**config.mk**
```make
export PLATFORM = sky130hd
export DESIGN_NAME = div_sequencer
export DESIGN_NICKNAME = d
export VERILOG_FILES = /design/src/rtl/div_pkg.sv /design/src/rtl/div_step.sv /design/src/rtl/div_sequencer.sv
export SDC_FILE = /design/constraint.sdc
export NUM_CORES = 1
export LEC_CHECK = 0
export CELL_PAD_IN_SITES_DETAIL_PLACEMENT = 2
export CELL_PAD_IN_SITES_GLOBAL_PLACEMENT = 2
export CORE_MARGIN = 1
export CORE_UTILIZATION = 30
export DETAILED_ROUTE_END_ITERATION = 7
export PLACE_DENSITY = 0.7
export REMOVE_ABC_BUFFERS = 1
export SYNTH_ARGS = -nofsm -noshare
export SYNTH_HDL_FRONTEND = slang
export SYNTH_SLANG_ARGS = --single-unit
```
**constraint.sdc**
```tcl
create_clock -name clock -period 20.3 [get_ports clock]
set_input_delay 4.06 -clock clock [delete_from_list [all_inputs] [get_ports clock]]
set_output_delay 4.06 -clock clock [all_outputs]
set_load 0.02 [all_outputs]
```
**src/rtl/div_pkg.sv**
```systemverilog
// Shared definitions for the HI/LO divide sequencer.
// Provides the default width, FSM state encoding and count-width helper.
package div_pkg;

    localparam int DIV_WIDTH = 32;

    // Bits needed to count 0..w-1 restoring steps.
    function automatic int div_cnt_w(input int w);
        return (w <= 2) ? 1 : $clog2(w);
    endfunction

    localparam int DIV_CNT_W = div_cnt_w(DIV_WIDTH);

    typedef enum logic [1:0] {
        ST_IDLE  = 2'd0,
        ST_ITER  = 2'd1,
        ST_FIXUP = 2'd2
    } div_state_e;

endpackage

```
**src/rtl/div_step.sv**
```systemverilog
// One combinational restoring-division step on unsigned magnitudes.
// Ports: rem_i/quo_i current partial remainder/quotient, dvs_i divisor,
//        rem_o/quo_o values after shift + trial subtract.
module div_step
#(
    parameter int WIDTH = 32
)
(
    input  logic [WIDTH-1:0] rem_i,
    input  logic [WIDTH-1:0] quo_i,
    input  logic [WIDTH-1:0] dvs_i,
    output logic [WIDTH-1:0] rem_o,
    output logic [WIDTH-1:0] quo_o
);

    logic [WIDTH:0] shifted;
    logic [WIDTH:0] diff;
    logic           borrow;

    // Shifted remainder can exceed WIDTH bits, so subtract at WIDTH+1.
    assign shifted = {rem_i, quo_i[WIDTH-1]};
    assign diff    = shifted - {1'b0, dvs_i};
    assign borrow  = diff[WIDTH];

    assign rem_o = borrow ? shifted[WIDTH-1:0] : diff[WIDTH-1:0];
    assign quo_o = {quo_i[WIDTH-2:0], ~borrow};

endmodule

```
**src/rtl/div_sequencer.sv**
```systemverilog
// Multi-cycle DIV/DIVU engine holding the HI/LO result registers.
// Ports: clock, reset (async, active-high); start_E/signed_E/dividend_E/
//        divisor_E from execute; MfOpInD/HasDivD from decode; busy,
//        stall_div, done, div_hi (remainder), div_lo (quotient).
// Build option: DIV_EARLY_EXIT_EN skips iteration when |dvd| < |dvs|.
module div_sequencer
    import div_pkg::*;
#(
    parameter int WIDTH = DIV_WIDTH
)
(
    input  logic             clock,
    input  logic             reset,
    input  logic             start_E,
    input  logic             signed_E,
    input  logic [WIDTH-1:0] dividend_E,
    input  logic [WIDTH-1:0] divisor_E,
    input  logic             MfOpInD,
    input  logic             HasDivD,
    output logic             busy,
    output logic             stall_div,
    output logic             done,
    output logic [WIDTH-1:0] div_hi,
    output logic [WIDTH-1:0] div_lo
);

    localparam int CW = div_cnt_w(WIDTH);
    localparam logic [CW-1:0] LAST_STEP = CW'(WIDTH - 1);

    div_state_e       state_q, state_d;
    logic [CW-1:0]    count_q;
    logic [WIDTH-1:0] rem_q, quo_q, dvs_q, dvd_raw_q;
    logic [WIDTH-1:0] hi_q, lo_q;
    logic             neg_quo_q, neg_rem_q;
    logic             bypass_q, zdiv_q;
    logic             done_q;

    logic [WIDTH-1:0] dvd_abs, dvs_abs;
    logic [WIDTH-1:0] rem_nx, quo_nx;
    logic             dvd_neg, dvs_neg;
    logic             zdiv_s, early_s;

    assign dvd_neg = signed_E & dividend_E[WIDTH-1];
    assign dvs_neg = signed_E & divisor_E[WIDTH-1];
    assign dvd_abs = dvd_neg ? -dividend_E : dividend_E;
    assign dvs_abs = dvs_neg ? -divisor_E : divisor_E;
    assign zdiv_s  = (divisor_E == '0);

`ifdef DIV_EARLY_EXIT_EN
    assign early_s = ~zdiv_s & (dvd_abs < dvs_abs);
`else
    assign early_s = 1'b0;
`endif

    div_step #(.WIDTH(WIDTH)) u_step (
        .rem_i (rem_q),
        .quo_i (quo_q),
        .dvs_i (dvs_q),
        .rem_o (rem_nx),
        .quo_o (quo_nx)
    );

    // State register
    always_ff @(posedge clock or posedge reset) begin
        if (reset) begin
            state_q <= ST_IDLE;
        end else begin
            state_q <= state_d;
        end
    end

    // Next-state logic; a busy engine ignores start_E.
    always_comb begin
        state_d = state_q;
        unique case (state_q)
            ST_IDLE: begin
                if (start_E) begin
                    state_d = (zdiv_s | early_s) ? ST_FIXUP : ST_ITER;
                end
            end
            ST_ITER: begin
                if (count_q == LAST_STEP) begin
                    state_d = ST_FIXUP;
                end
            end
            ST_FIXUP: state_d = ST_IDLE;
            default:  state_d = ST_IDLE;
        endcase
    end

    // Outputs; stall depends only on busy, never on start_E.
    always_comb begin
        busy      = (state_q != ST_IDLE);
        stall_div = busy & (MfOpInD | HasDivD);
        done      = done_q;
        div_hi    = hi_q;
        div_lo    = lo_q;
    end

    // Datapath
    always_ff @(posedge clock or posedge reset) begin
        if (reset) begin
            count_q   <= '0;
            rem_q     <= '0;
            quo_q     <= '0;
            dvs_q     <= '0;
            dvd_raw_q <= '0;
            hi_q      <= '0;
            lo_q      <= '0;
            neg_quo_q <= 1'b0;
            neg_rem_q <= 1'b0;
            bypass_q  <= 1'b0;
            zdiv_q    <= 1'b0;
            done_q    <= 1'b0;
        end else begin
            done_q <= 1'b0;
            unique case (state_q)
                ST_IDLE: begin
                    if (start_E) begin
                        count_q   <= '0;
                        rem_q     <= '0;
                        quo_q     <= dvd_abs;
                        dvs_q     <= dvs_abs;
                        dvd_raw_q <= dividend_E;
                        neg_quo_q <= dvd_neg ^ dvs_neg;
                        neg_rem_q <= dvd_neg;
                        bypass_q  <= zdiv_s | early_s;
                        zdiv_q    <= zdiv_s;
                    end
                end
                ST_ITER: begin
                    rem_q   <= rem_nx;
                    quo_q   <= quo_nx;
                    count_q <= count_q + CW'(1);
                end
                ST_FIXUP: begin
                    done_q <= 1'b1;
                    if (bypass_q) begin
                        // Zero divisor or trivially small dividend:
                        // remainder is the untouched operand.
                        hi_q <= dvd_raw_q;
                        lo_q <= zdiv_q ? '1 : '0;
                    end else begin
                        hi_q <= neg_rem_q ? -rem_q : rem_q;
                        lo_q <= neg_quo_q ? -quo_q : quo_q;
                    end
                end
                default: ;
            endcase
        end
    end

endmodule

```
After elaboration in Yosys (flattened, before gate mapping)
Index checks and enable logic that the tools add are counted.
- word-level logic and storage cells: 54
- output and inout port bits: 67
- bits in registers: 203
- input bits: 70
- add/subtract/negate cells: 6
- muxes and demuxes: 18
- bitwise operators: 6
- reductions and logical operators: 7
- equality and inequality tests: 5
- operators with widths (cell ; count):
    $mux 32 ; 9
    $neg 32->32 ; 4
    $pmux 32 s2 ; 2
    $sub 33x32->33 ; 1
    $logic_not 32->1 ; 1
    $pmux 5 s2 ; 1
    $mux 2 ; 3
    $reduce_and 2->1 ; 3
    $add 5x1->5 const B ; 1
    $eq 5x5->1 const B ; 1
    $mux 5 ; 1
    $ne 2x2->1 const B ; 2
    $pmux 2 s2 ; 1
    $reduce_bool 2->1 ; 2
    $and 1x1->1 ; 3
    $eq 2x1->1 const B ; 1
    $eq 2x2->1 const B ; 1
    $logic_not 2->1 ; 1
    $mux 1 ; 1
    $not 1->1 ; 1
    $or 1x1->1 ; 1
    $xor 1x1->1 ; 1

Longest topological paths before layout
- depth after elaboration: 4
- mapped depth: 13
- gate-level depth less buffers: 12

Cells and area by module
A second synthesis with hierarchy kept.
- cells, all modules: 1558
- area, all modules: 13424.1 um2
- by module, submodules not included (module ; instances ; sequential area each (um2) ; cells an instance ; area an instance (um2)):
    div_sequencer ; 1 ; 5079.9 ; 1222 ; 10832.9
    div_step ; 1 ; 0.0 ; 336 ; 2591.2

Worst setup path before layout
OpenSTA, ideal clock, no wires.
- path type: input to output
- from: input port HasDivD
- to: output port stall_div
- arrival: 4366 ps
- setup slack: 11874 ps
- cell stages on the path: 2
- path buffers: 0
- data required time: 16240 ps
- cells stage by stage: nor2_1 nor2_1
- longest elaborated chain between the ends: 2
- ends and longest elaborated chain (element ; line ; source):
    start: declaration ; div_sequencer.sv:19 ; input logic HasDivD,
    $or 1x1->1 ; div_sequencer.sv:94 ; stall_div = busy & (MfOpInD | HasDivD);
    $and 1x1->1 ; div_sequencer.sv:94 ;
    end: declaration ; div_sequencer.sv:21 ; output logic stall_div,
No other way between the ends.

Worst setup path in the final report
- from: input port MfOpInD
- to: output port stall_div
- longest elaborated chain between the ends: 2
- ends and longest elaborated chain (element ; line ; source):
    start: declaration ; div_sequencer.sv:18 ; input logic MfOpInD,
    $or 1x1->1 ; div_sequencer.sv:94 ;
    $and 1x1->1 ; div_sequencer.sv:94 ;
No other way between the ends.

==> run summary <==
The run finished, with violations left. The checks that failed: design-rule violations. Synthesis handed over a netlist of approximately 1500 instances. The type of destination of the critical path is an output port.

TritonCTS built the clock tree. The number of setup violations in the final report came out at 0. The count of flip-flops with a built-in enable after synthesis came out at 0. ~140 I/O pins were placed. The kind of critical path is primary input to output port. The largest fanout on the critical path came out at 1. The final net count came out at about 1700. Leaving out fill and tap cells, the most frequent cell in the layout is nand2_1. The sequential area share after synthesis is about two fifths. Setup repair after global routing left no endpoint under its margin.

Data arrives at the worst endpoint at approximately 5300 ps. The core area came out at 41100 sq um. CTS placed an instance of clkbuf_16 at the clock tree root. The share of the core filled with cells is a little under two fifths.

The clock sink count came out at between 200 and 250. The final worst slack is 10970 ps. The maximum number of pins on one net before global-route repair is between 100 and 150.

The async set-or-reset flop fraction in the synthesized netlist came out at 100%. Traced cell by cell, the critical path runs through clkdlybuf4s50_1, nor2_1, nor2_1, clkdlybuf4s50_1. The first global-routing pass estimated ~67000 um of wire. The number of max-capacitance violations reported is 0. The path class of the tightest hold or removal check is register to register. The level count of the clock H-tree is 1.

The detailed-placement wirelength estimate is a little over 30000 um. The post-layout minimum cycle time came out at slightly above 9000 ps. The number of standard cells in the layout, taps in and fillers out came out at roughly 2100. The total of fill cells in the finished design came out at roughly 4600. Synthesis inferred between 200 and 250 register bits. The number of rows in the core area came out at between 70 and 80.

The clock-pin slew of the registers on the worst-case setup and hold paths is approximately 50 ps. The count of buffers added on input and output ports is 136. The total CTS buffers is 27. In this run the static leakage power is 6.49 nW. The worst slew slack as a fraction of its limit came out at 27.6%. The share of layout cells above drive strength 1 came out at under 10%.

The width of the chip is roughly 210 um. The global placement routability congestion is roughly 0.79. The total number of yosys warnings is 0. The initial antenna violation count was 0. The worst-case clock skew came out at 16.2 ps. The mean cell area of the mapped netlist came out at 8.46 sq um. The required time at the worst-slack endpoint is between 15000 and 20000 ps. For this configuration, the core starts out at a cell density of 30.6%. The total number of vias came out at 11000.

The detailed-route DRC error count is 12. In the layout the commonest cells are nand2_1 (228), dfrtp_1 (203), o21ai_0 (170), clkdlybuf4s50_1 (136), a21oi_1 (117). The number of buffers added for setup after CTS came out at 0. The maximum root-to-sink buffer count came out at 3.

The peak per-stage delay on the critical path came out at 620 ps. The number of inserted diodes came out at 0. The maximum clock frequency is 0.107 GHz.

The via count of the first global-routing pass came out at about 12000. The floorplan die area is 42700 sq um. The transition time at the pin with the least slew margin is between 1000 and 1500 ps. The layout overhead on the synthesized area came out at 21.6%. The total track usage came out at between 20% and 30%.

The clock latency at the later pin of the worst-skew pair is between 500 and 600 ps. The worst setup path is launched from a primary input. Timing analysis after detailed placement gives a worst setup slack of roughly 11000 ps.

The mapped netlist covers between 10000 and 15000 sq um. The number of hold-slack violations in the final timing report is 0. The number of detailed-route iterations in the first pass came out at 6.

The power density over cell area came out at ~180 nW/um^2. The ratio of final minimum period to clock period came out at 45.9%. The post-layout instance area came out at approximately 15000 sq um. The final routed wirelength across all metal layers came out at 42000 um. The area after detailed placement is approximately 14000 sq um. The slowest stage of the critical path belongs to the cell clkdlybuf4s50_1. The initial DRC count came out at around 380. The number of vias per cell is roughly 5.2.

The count of final max-slew check failures came out at 0. The routed length per instance is around 20 um. The remaining number of nets flagged by the antenna check after routing came out at 0. VDD sags by at most 0.0757 mV. The global-route congestion overflow total is 0. Summed over all failing endpoints, the final setup total negative slack is 0 ps. The count of hold-fix buffers inserted at cts came out at 0. The number of different library cells in the post-synthesis netlist came out at 68.

The most used flip-flop cell after synthesis is dfrtp_1. The floorplan die height is a little over 200 um. The count of placed standard cells including taps is approximately 2100. The number of gates resized after CTS was 0.
[cell usage after synthesis, drive strengths merged, types with 9 or more instances]
cell type / count / area share (%)
nor4: 12 / 0.75
o211ai: 10 / 0.68
ha: 38 / 3.8
dfrtp: 203 / 40
inv: 55 / 1.6
nand2: 230 / 6.9
nor3: 19 / 0.80
xnor2: 68 / 4.7
o21ai: 184 / 7.4
and3: 12 / 0.60
nand2b: 19 / 0.95
a21o: 12 / 0.72
o31ai: 28 / 1.9
nand3: 45 / 1.8
nor2b: 9 / 0.47
a21oi: 118 / 4.7
buf: 11 / 0.52
a22oi: 31 / 1.9
xor2: 79 / 5.6
mux2i: 34 / 2.7
o41ai: 11 / 0.77
clkbuf: 68 / 2.0
or3: 15 / 0.83
nor2: 110 / 3.3
[routing by layer]
layer / GRT usage [%] / vias up / routed length (um)
li1: - / 5360 / -
met1: 25.0 / 5494 / 18800
met2: 36.5 / 137 / 21100
met3: 1.77 / 42 / 1040
met4: 5.36 / 0 / 1000
met5: 0 / - / 0
[logic make-up after synthesis]
family                   Yosys count  share of synthesized area, %
AND/OR/NAND/NOR                  505                          18.5
flip-flops                       203                          40.4
XOR/XNOR                         147                          10.3
AO/OA/AOI/OAI                    424                          20.0
buffers and inverters            134                          4.19
adder cells (fa/ha/maj)           39                          3.94
multiplexers                      34                          2.71
[final timing paths]
check | startpoint | to | slack (ps) | cells after the start
worst max register to register | quo_q[31] | rem_q[26] | 16320 | 13
worst min-delay path | dvs_q[19] | dvs_q[19] | 480 | 2
worst min register to register | dvs_q[19] | dvs_q[19] | 480 | 2
max in group asynchronous | reset | rem_q[14] | 14620 | 3
min in group asynchronous | reset | div_lo[29] | 4140 | 2
worst max-delay path | MfOpInD | stall_div | 10970 | 4
[final cells by class]
type / instances / area (sq um) / area share, %
Clock buffer: 39 / 801 / 5.24
Multi-Input combinational cell: 1149 / 7000 / 45.8
Clock inverter: 9 / 95.1 / 0.622
Timing Repair Buffer: 145 / 1430 / 9.35
Sequential cell: 203 / 5080 / 33.2
Tap cell: 532 / 666 / 4.35
Inverter: 55 / 214 / 1.40
[metrics by stage]
step	hold WS (ps)	total power, mW
after floorplan	437	1.78
after global placement	454	2.16
after detailed placement	464	2.22
after CTS	484	2.73
after global routing	509	2.93
final	479	2.68
[power by group]
part	switching, mW	internal (mW)	leakage [nW]
registers	0.199	0.567	2.60
clock network	0.184	0.296	0.451
logic	0.820	0.615	3.44
[worst max-delay path: cells and delay by family]
family / cells / cell delay (ps)
buffers and inverters: 2 / 1080
AND/OR/NAND/NOR: 2 / 130
[sequential cells by signal, indices dropped and copies added (netlist names), 2 cells and up]
name / count
count_q: 5
div_hi: 32
div_lo: 32
dvd_raw_q: 32
dvs_q: 32
quo_q: 32
rem_q: 32
state_q: 2
Note: power is estimated with default switching activity, not from simulation.
